$ cat src/rtl/pipe_pkg.sv
// Shared definitions for the CPU pipeline stage registers: occupancy state
// encodings and the bundle widths that stage tops use to size their payloads.
package pipe_pkg;

    localparam int DATA_BUS_WIDTH     = 32;
    localparam int REG_ADDR_BUS_WIDTH = 5;

    typedef enum logic [1:0] {
        PIPE_EMPTY = 2'd0,
        PIPE_ONE   = 2'd1,
        PIPE_TWO   = 2'd2
    } pipe_state_e;

    // The single-entry build reuses the ONE encoding as its FULL state.
    localparam pipe_state_e PIPE_FULL = PIPE_ONE;

endpackage

$ cat src/rtl/pipe_stage_entry.sv
// One payload slot of a pipeline stage register: load enable plus a
// synchronous clear that takes priority over the load.
module pipe_stage_entry
    import pipe_pkg::*;
#(
    parameter int WIDTH = DATA_BUS_WIDTH + 1 + REG_ADDR_BUS_WIDTH
) (
    input  logic             clk,
    input  logic             clr,
    input  logic             load,
    input  logic [WIDTH-1:0] d,
    output logic [WIDTH-1:0] q
);

    logic [WIDTH-1:0] data_d;
    logic [WIDTH-1:0] data_q;

    always_comb begin
        data_d = data_q;
        if (clr) begin
            data_d = '0;
        end else if (load) begin
            data_d = d;
        end
    end

    always_ff @(posedge clk) begin
        data_q <= data_d;
    end

    assign q = data_q;

endmodule

$ cat src/rtl/pipe_stage_reg.sv
// Inter-stage pipeline register with valid/ready handshake, flush and a
// saturating stall counter. Define PIPE_STAGE_SKID_EN for the two-entry build.
module pipe_stage_reg
    import pipe_pkg::*;
#(
    parameter int WIDTH     = DATA_BUS_WIDTH + 1 + REG_ADDR_BUS_WIDTH,
    parameter int CNT_WIDTH = 16
) (
    input  logic                 clk,
    input  logic                 rst,
    input  logic                 flush,
    input  logic                 in_valid,
    output logic                 in_ready,
    input  logic [WIDTH-1:0]     in_data,
    output logic                 out_valid,
    input  logic                 out_ready,
    output logic [WIDTH-1:0]     out_data,
    output logic [CNT_WIDTH-1:0] stall_cnt
);

    pipe_state_e          state_d;
    pipe_state_e          state_q;
    logic [CNT_WIDTH-1:0] stall_cnt_d;
    logic [CNT_WIDTH-1:0] stall_cnt_q;
    logic                 xfer_in;
    logic                 xfer_out;
    logic                 main_load;
    logic [WIDTH-1:0]     main_din;
    logic                 entry_clr;

    assign out_valid = (state_q != PIPE_EMPTY);
    assign xfer_in   = in_valid && in_ready;
    assign xfer_out  = out_valid && out_ready;
    assign entry_clr = rst || flush;

`ifdef PIPE_STAGE_SKID_EN
    logic             skid_load;
    logic             main_from_skid;
    logic [WIDTH-1:0] skid_data;

    // Ready depends only on registered occupancy, so ready chains stop here.
    assign in_ready = !rst && (state_q != PIPE_TWO);
    assign main_din = main_from_skid ? skid_data : in_data;

    always_comb begin
        state_d        = state_q;
        main_load      = 1'b0;
        skid_load      = 1'b0;
        main_from_skid = 1'b0;
        case (state_q)
            PIPE_EMPTY: begin
                if (xfer_in) begin
                    state_d   = PIPE_ONE;
                    main_load = 1'b1;
                end
            end
            PIPE_ONE: begin
                if (xfer_in && !xfer_out) begin
                    state_d   = PIPE_TWO;
                    skid_load = 1'b1;
                end else if (xfer_out && !xfer_in) begin
                    state_d = PIPE_EMPTY;
                end else if (xfer_in && xfer_out) begin
                    main_load = 1'b1;
                end
            end
            PIPE_TWO: begin
                if (xfer_out) begin
                    state_d        = PIPE_ONE;
                    main_load      = 1'b1;
                    main_from_skid = 1'b1;
                end
            end
            default: state_d = PIPE_EMPTY;
        endcase
        if (flush) begin
            state_d = PIPE_EMPTY;
        end
    end

    pipe_stage_entry #(.WIDTH(WIDTH)) u_skid_entry (
        .clk  (clk),
        .clr  (entry_clr),
        .load (skid_load),
        .d    (in_data),
        .q    (skid_data)
    );
`else
    // A full stage can still accept when the held payload leaves this cycle.
    assign in_ready = !rst && (!out_valid || out_ready);
    assign main_din = in_data;

    always_comb begin
        state_d   = state_q;
        main_load = 1'b0;
        case (state_q)
            PIPE_EMPTY: begin
                if (xfer_in) begin
                    state_d   = PIPE_FULL;
                    main_load = 1'b1;
                end
            end
            PIPE_FULL: begin
                if (xfer_in) begin
                    main_load = 1'b1;
                end else if (xfer_out) begin
                    state_d = PIPE_EMPTY;
                end
            end
            default: state_d = PIPE_EMPTY;
        endcase
        if (flush) begin
            state_d = PIPE_EMPTY;
        end
    end
`endif

    pipe_stage_entry #(.WIDTH(WIDTH)) u_main_entry (
        .clk  (clk),
        .clr  (entry_clr),
        .load (main_load),
        .d    (main_din),
        .q    (out_data)
    );

    // Flush leaves the counter untouched; only reset clears it.
    always_comb begin
        stall_cnt_d = stall_cnt_q;
        if (!flush && out_valid && !out_ready && (stall_cnt_q != '1)) begin
            stall_cnt_d = stall_cnt_q + CNT_WIDTH'(1);
        end
    end

    always_ff @(posedge clk) begin
        if (rst) begin
            state_q     <= PIPE_EMPTY;
            stall_cnt_q <= '0;
        end else begin
            state_q     <= state_d;
            stall_cnt_q <= stall_cnt_d;
        end
    end

    assign stall_cnt = stall_cnt_q;

endmodule

$ cat config.mk
export PLATFORM = sky130hd
export DESIGN_NAME = pipe_stage_reg
export DESIGN_NICKNAME = d
export VERILOG_FILES = /design/src/rtl/pipe_pkg.sv /design/src/rtl/pipe_stage_entry.sv /design/src/rtl/pipe_stage_reg.sv
export SDC_FILE = /design/constraint.sdc
export NUM_CORES = 1
export LEC_CHECK = 0
export CELL_PAD_IN_SITES_DETAIL_PLACEMENT = 1
export CELL_PAD_IN_SITES_GLOBAL_PLACEMENT = 1
export CORE_ASPECT_RATIO = 0.5
export CORE_MARGIN = 2
export CORE_UTILIZATION = 31
export DETAILED_ROUTE_END_ITERATION = 8
export GPL_ROUTABILITY_DRIVEN = 0
export PLACE_DENSITY_LB_ADDON = 0.1
export SYNTH_ARGS = -nofsm -noshare
export SYNTH_HDL_FRONTEND = slang
export SYNTH_HIERARCHICAL = 1
export SYNTH_SLANG_ARGS = --single-unit
$ cat constraint.sdc
create_clock -name clk -period 2.4 [get_ports clk]
set_input_delay 0.48 -clock clk [delete_from_list [all_inputs] [get_ports clk]]
set_output_delay 0.48 -clock clk [all_outputs]
set_load 0.05 [all_outputs]
### After elaboration in Yosys (flattened, before gate mapping)

Index checks and enable logic that the tools add are counted.

| operators by class | value |
|---|---|
| add/subtract/negate cells | 1 |
| equal/unequal tests | 5 |
| multiplexer cells | 6 |
| reduce and logical (&&, ||, !) cells | 17 |

Operator list:

| cell | number |
|---|---|
| 16-bit by 1-bit adder with 16-bit output (second input constant) | 1 |
| 16-bit inequality test (second input constant) | 1 |
| 1-bit logical AND | 6 |
| 2-bit 2-to-1 mux | 3 |
| 2-bit inequality test (second input constant) | 3 |
| 1-bit zero test | 4 |
| 2-bit one-hot mux with 2 select lines | 1 |
| 2-bit OR reduction | 2 |
| 3-bit AND reduction | 1 |
| 2-bit by 1-bit equality test with 1-bit output (second input constant) | 1 |
| 2-bit zero test | 1 |
| 1-bit logical OR | 2 |
| 1-bit 2-to-1 mux | 2 |
| 2-bit nonzero test | 1 |

| storage, ports and cells | value |
|---|---|
| flip-flop bits (word level) | 56 |
| bits of input ports | 43 |
| output and inout bits | 56 |
| logic and storage cells | 32 |

### Longest topological paths before layout

| logic depth | value |
|---|---|
| depth after elaboration | 7 |
| gate-level depth with buffers | 7 |
| gate-level depth less buffers | 5 |

### Cells and area by module

Netlist, hierarchy kept.

By module, submodules not included:

| module | times used | cells each | area each (µm²) | seq. area each (µm²) |
|---|---|---|---|---|
| pipe_stage_entry | 1 | 122 | 1358.8 | 760.7 |
| pipe_stage_reg | 1 | 104 | 907.1 | 340.3 |

### Worst setup path before layout

Ideal clock, no wire load.

| path | value |
|---|---|
| path type | reg2reg |
| from | register state_q[0] |
| to | register u_main_entry.data_q[26], in the netlist u_main_entry/q[26] |
| library setup time | 0.128 ns |
| data arrival time | 2.142 ns |
| setup slack | 0.131 ns |
| stages on the path, launching flop included | 8 |
| path buffers | 2 |
| clock period less this slack | 2.269 ns |
| path through | dfxtp_1 -> nor2b_1 -> nor2_1 -> and2_1 -> buf_6 -> buf_12 -> mux2i_1 -> nor2_1 |

| between the ends | value |
|---|---|
| longest elaborated chain between the ends | 7 |
| elaborated cells on any way between the ends | 10 |

RTL lines:

| item | line | RTL |
|---|---|---|
| start, declared | pipe_stage_reg.sv:22 | `pipe_state_e state_q;` |
| start signal, assigned | pipe_stage_reg.sv:139 | `state_q <= state_d;` |
| 2-bit nonzero test | pipe_stage_reg.sv:31 | `assign out_valid = (state_q != PIPE_EMPTY);` |
| 1-bit zero test | pipe_stage_reg.sv:90 | `assign in_ready = !rst && (!out_valid \|\| out_ready);` |
| 1-bit logical OR | pipe_stage_reg.sv:90 |  |
| 1-bit logical AND | pipe_stage_reg.sv:90 |  |
| via in_ready | pipe_stage_reg.sv:13 | `output logic in_ready,` |
| 1-bit logical AND | pipe_stage_reg.sv:32 | `assign xfer_in = in_valid && in_ready;` |
| 1-bit 2-to-1 mux | pipe_stage_reg.sv:98, pipe_stage_reg.sv:104 |  |
| 1-bit 2-to-1 mux | -- |  |
| via main_load | pipe_stage_reg.sv:27 | `logic main_load;` |
| end signal, assigned | pipe_stage_entry.sv:28 | `data_q <= data_d;` |
| end, declared | pipe_stage_entry.sv:16 | `logic [WIDTH-1:0] data_q;` |

The timed path passes the listed nets, and every way through them passes these cells.
A chain may end at the register's enable or synchronous reset.

### Final worst setup path

| path | value |
|---|---|
| from | register stall_cnt_q[2], in the netlist stall_cnt[2] |
| to | output stall_cnt[2] |

RTL lines:

| item | line | RTL |
|---|---|---|
| start, declared | pipe_stage_reg.sv:24 | `logic [CNT_WIDTH-1:0] stall_cnt_q;` |
| start signal, assigned | pipe_stage_reg.sv:140 | `stall_cnt_q <= stall_cnt_d;` |
| end, declared | pipe_stage_reg.sv:18 | `output logic [CNT_WIDTH-1:0] stall_cnt` |

No word-level cell between the ends.

==> results_dict.tcl <==
set metrics [dict create \
    crit_start "stall_cnt[2]" \
    p_total_mw 2.02 \
    drv_cap 0 \
    rrSetupSlack_ps 390 \
    holdPathEnd "u_main_entry/q[30]" \
    ys_types 39 \
    design.die.area_mm2 0.00805 \
    fmax_mhz 468 \
    dpl.cell_count 412 \
    cts_buffers 5 \
    cts_buffer_depth 2 \
    cts-root-buf "clkbuf_16" \
    share_seq_of_total_power 0.463 \
    intPower_mw 1.55 \
    dieWidth_um 125 \
    dp_hpwl_um 5000 \
    min_path_type "flip-flop to flip-flop" \
    row_count 21 \
    cpPeakStageDelay_ps 870 \
    boundaryPins 99 \
    grt.total_usage 0.169 \
    path_buf_inv 1 \
    diodes 0 \
    cpMaxStageDelayCell "clkdlybuf4s50_1" \
    tightest_slew_ps 738 \
    antenna_found_initial 0 \
    grt_pass1_vias 2143 \
    p_leak_nw 1.23 \
    power_frac_comb 0.126 \
    numPortBuffers 98 \
    rsz0062_at_grt "no" \
    final_cells 420 \
    avgSynthCellArea_um2 10.0 \
    setup_viol_count_final 0 \
    clock_latency_ps 300 \
    final_cell_mix "97 x clkdlybuf4s50_1, 55 x dfxtp_1, 50 x nor2_1, 39 x mux2i_1, 8 x nor2b_1" \
    drt-initial-drc-count 62 \
    core_area_mm2 0.00688 \
    cts_resized 0 \
    cts.clk_slew.worst_paths_ps 70 \
    ant_nets 0 \
    post-cts-setup-buffers 0 \
    syn_nets 270 \
    ys_warn_count 6 \
    clkSinkCount 55 \
    vdd_drop_max_v 0.000376 \
    maxSlewHeadroom 0.508 \
    whs_ps 496 \
    finalMaxSlewViolations 0 \
    end_kind "output port" \
    area_delta_synth_final_pct 55.2 \
    arrival_ps 1660 \
    finalSetupTns_ps 0 \
    hold_violations 0 \
    r2r-end "stall_cnt[15]" \
    crit_chain "clkdlybuf4s50_1" \
    rr_startpoint "stall_cnt[8]" \
    status "complete, no violations" \
    final_common_cell "clkdlybuf4s50_1" \
    reg2reg_depth 4 \
    hold_depth 2 \
    path_max_fanout 7 \
    viasPerCell 4.87 \
    wl_um 6710 \
    cts_hold_buf 0 \
    cts_tree "done" \
    htreeDepth 2 \
    layout-drive-gt1-share 0.0823 \
    path_delay_family "buffers and inverters" \
    initial_core_util 0.329 \
    synthCells 226 \
    path_class "flip-flop to output port" \
    die_y_um 64.5 \
    cp-start-kind "flip-flop" \
    overflow 0 \
    power_switching_uw 471 \
    vias 2045 \
    power-per-cell-area_mw_per_mm2 575 \
    critPathRequiredTime_ps 1920 \
    period_share 0.890 \
    grt_pass1_wl_um 10700 \
    ys_ff_latch 55 \
    finish.utilization 0.511 \
    clock_skew_ps 6.08 \
    clkPwrFrac 0.411 \
    ys_seq_area_frac 0.486 \
    wire_per_inst_um 16.0 \
    synth_area_leaders "dfxtp_1 49%, mux2i_1 17%, nor2_1 8.3%, mux2_2 3.5%, nor2b_1 2.2%" \
    firstDrtPassIters 4 \
    grt_max_degree 40 \
    fin_nets 371 \
    synth_area_mm2 0.00227 \
    min_period_ps 2140 \
    switching_share 0.233 \
    yosysTopAreaCell "dfxtp_1" \
    drcViolationCount 0 \
    synth_top_area_share 0.486 \
    hold_start "u_main_entry/q[30]" \
]
==> worst max-delay path by stage <==
stage,to,cells past startpoint,slack [ps]
after floorplan,u_main_entry/q[26],7,130
after global placement,stall_cnt[5],6,20
after detailed placement,stall_cnt[5],6,-20
after CTS,stall_cnt[2],1,260
after global routing,stall_cnt[5],6,180
final,stall_cnt[2],1,260
==> power groups by stage <==
stage | logic, mW | registers (mW) | clock network (mW)
final | 0.255 | 0.936 | 0.832
after global placement | 0.250 | 0.956 | 0
after detailed placement | 0.257 | 0.957 | 0
after global routing | 0.269 | 0.937 | 0.914
after floorplan | 0.0858 | 1.01 | 0
after CTS | 0.258 | 0.936 | 0.862
==> tightest hold or removal path, stage by stage, from the launching register on <==
cell and delay, ps:
dfxtp_1 330, mux2i_1 60, nor2_1 70
==> cells by family (layout without fill, tap and decap cells) <==
group | after synthesis | in the layout | share of synthesized area
simple gates | 94 | 94 | 0.207
flops | 55 | 55 | 0.486
mux | 46 | 46 | 0.207
compound gates | 16 | 16 | 0.0519
buf+inv | 14 | 116 | 0.0431
fa+ha+maj | 1 | 1 | 0.00552
==> state kept, by name, indices dropped and copies added (netlist names) <==
register and cells:
stall_cnt 16, u_main_entry/q 38, state_q 1
==> area by class of cell <==
| cell class | instances | area [um^2] |
|---|---|---|
| Clock buffer | 6 | 129 |
| Timing Repair Buffer | 104 | 1050 |
| Clock inverter | 2 | 38.8 |
| Inverter | 4 | 15.0 |
| Fill cell | 762 | 3370 |
| Multi-Input combinational cell | 157 | 1070 |
| Sequential cell | 55 | 1100 |
| Tap cell | 92 | 115 |
==> per-stage QoR <==
stage | area (um^2) | setup slack [ps]
6_report | 3520 | 263
5_1_grt | 3520 | 181
4_1_cts | 3520 | 264
3_5_place_dp | 3350 | -17.3
3_3_place_gp | 3350 | 17.3
2_1_floorplan | 2270 | 131
==> synthesized netlist by cell type <==
| cell type | instances |
|---|---|
| nand2_1 | 5 |
| mux2_2 | 7 |
| nor4b_1 | 1 |
| dfxtp_1 | 55 |
| nor2b_1 | 8 |
| o31ai_1 | 2 |
| buf_4 | 1 |
| nor3_1 | 4 |
| a31oi_1 | 1 |
| o31a_1 | 1 |
| buf_1 | 1 |
| buf_6 | 1 |
| or3_1 | 2 |
| nand4_2 | 1 |
| o21a_1 | 1 |
| nor4_2 | 1 |
| nor3b_2 | 1 |
| o311ai_0 | 1 |
| and3_1 | 1 |
| ha_1 | 1 |
| nor2_1 | 50 |
| a21oi_1 | 4 |
| nand4_1 | 3 |
| or2_2 | 1 |
| nand2b_1 | 2 |
| clkbuf_1 | 4 |
| buf_12 | 2 |
| a211oi_1 | 3 |
| nor4_1 | 5 |
| or4_1 | 3 |
| o21ai_0 | 1 |
| a41oi_1 | 1 |
| mux2i_1 | 39 |
| and4_1 | 1 |
| inv_1 | 4 |
| and2_1 | 1 |
| nand3_1 | 4 |
| a221oi_2 | 1 |
| buf_2 | 1 |
==> per-layer routing <==
| metal | global-route usage | vias to the layer above | share of wire |
|---|---|---|---|
| met5 | 0 | - | 0 |
| met4 | 0.0417 | 0 | 0.0074 |
| met3 | 0.0471 | 5 | 0.048 |
| met2 | 0.322 | 59 | 0.52 |
| met1 | 0.189 | 986 | 0.43 |
| li1 | - | 995 | - |
No activity file was read; power rests on OpenSTA's default activity.
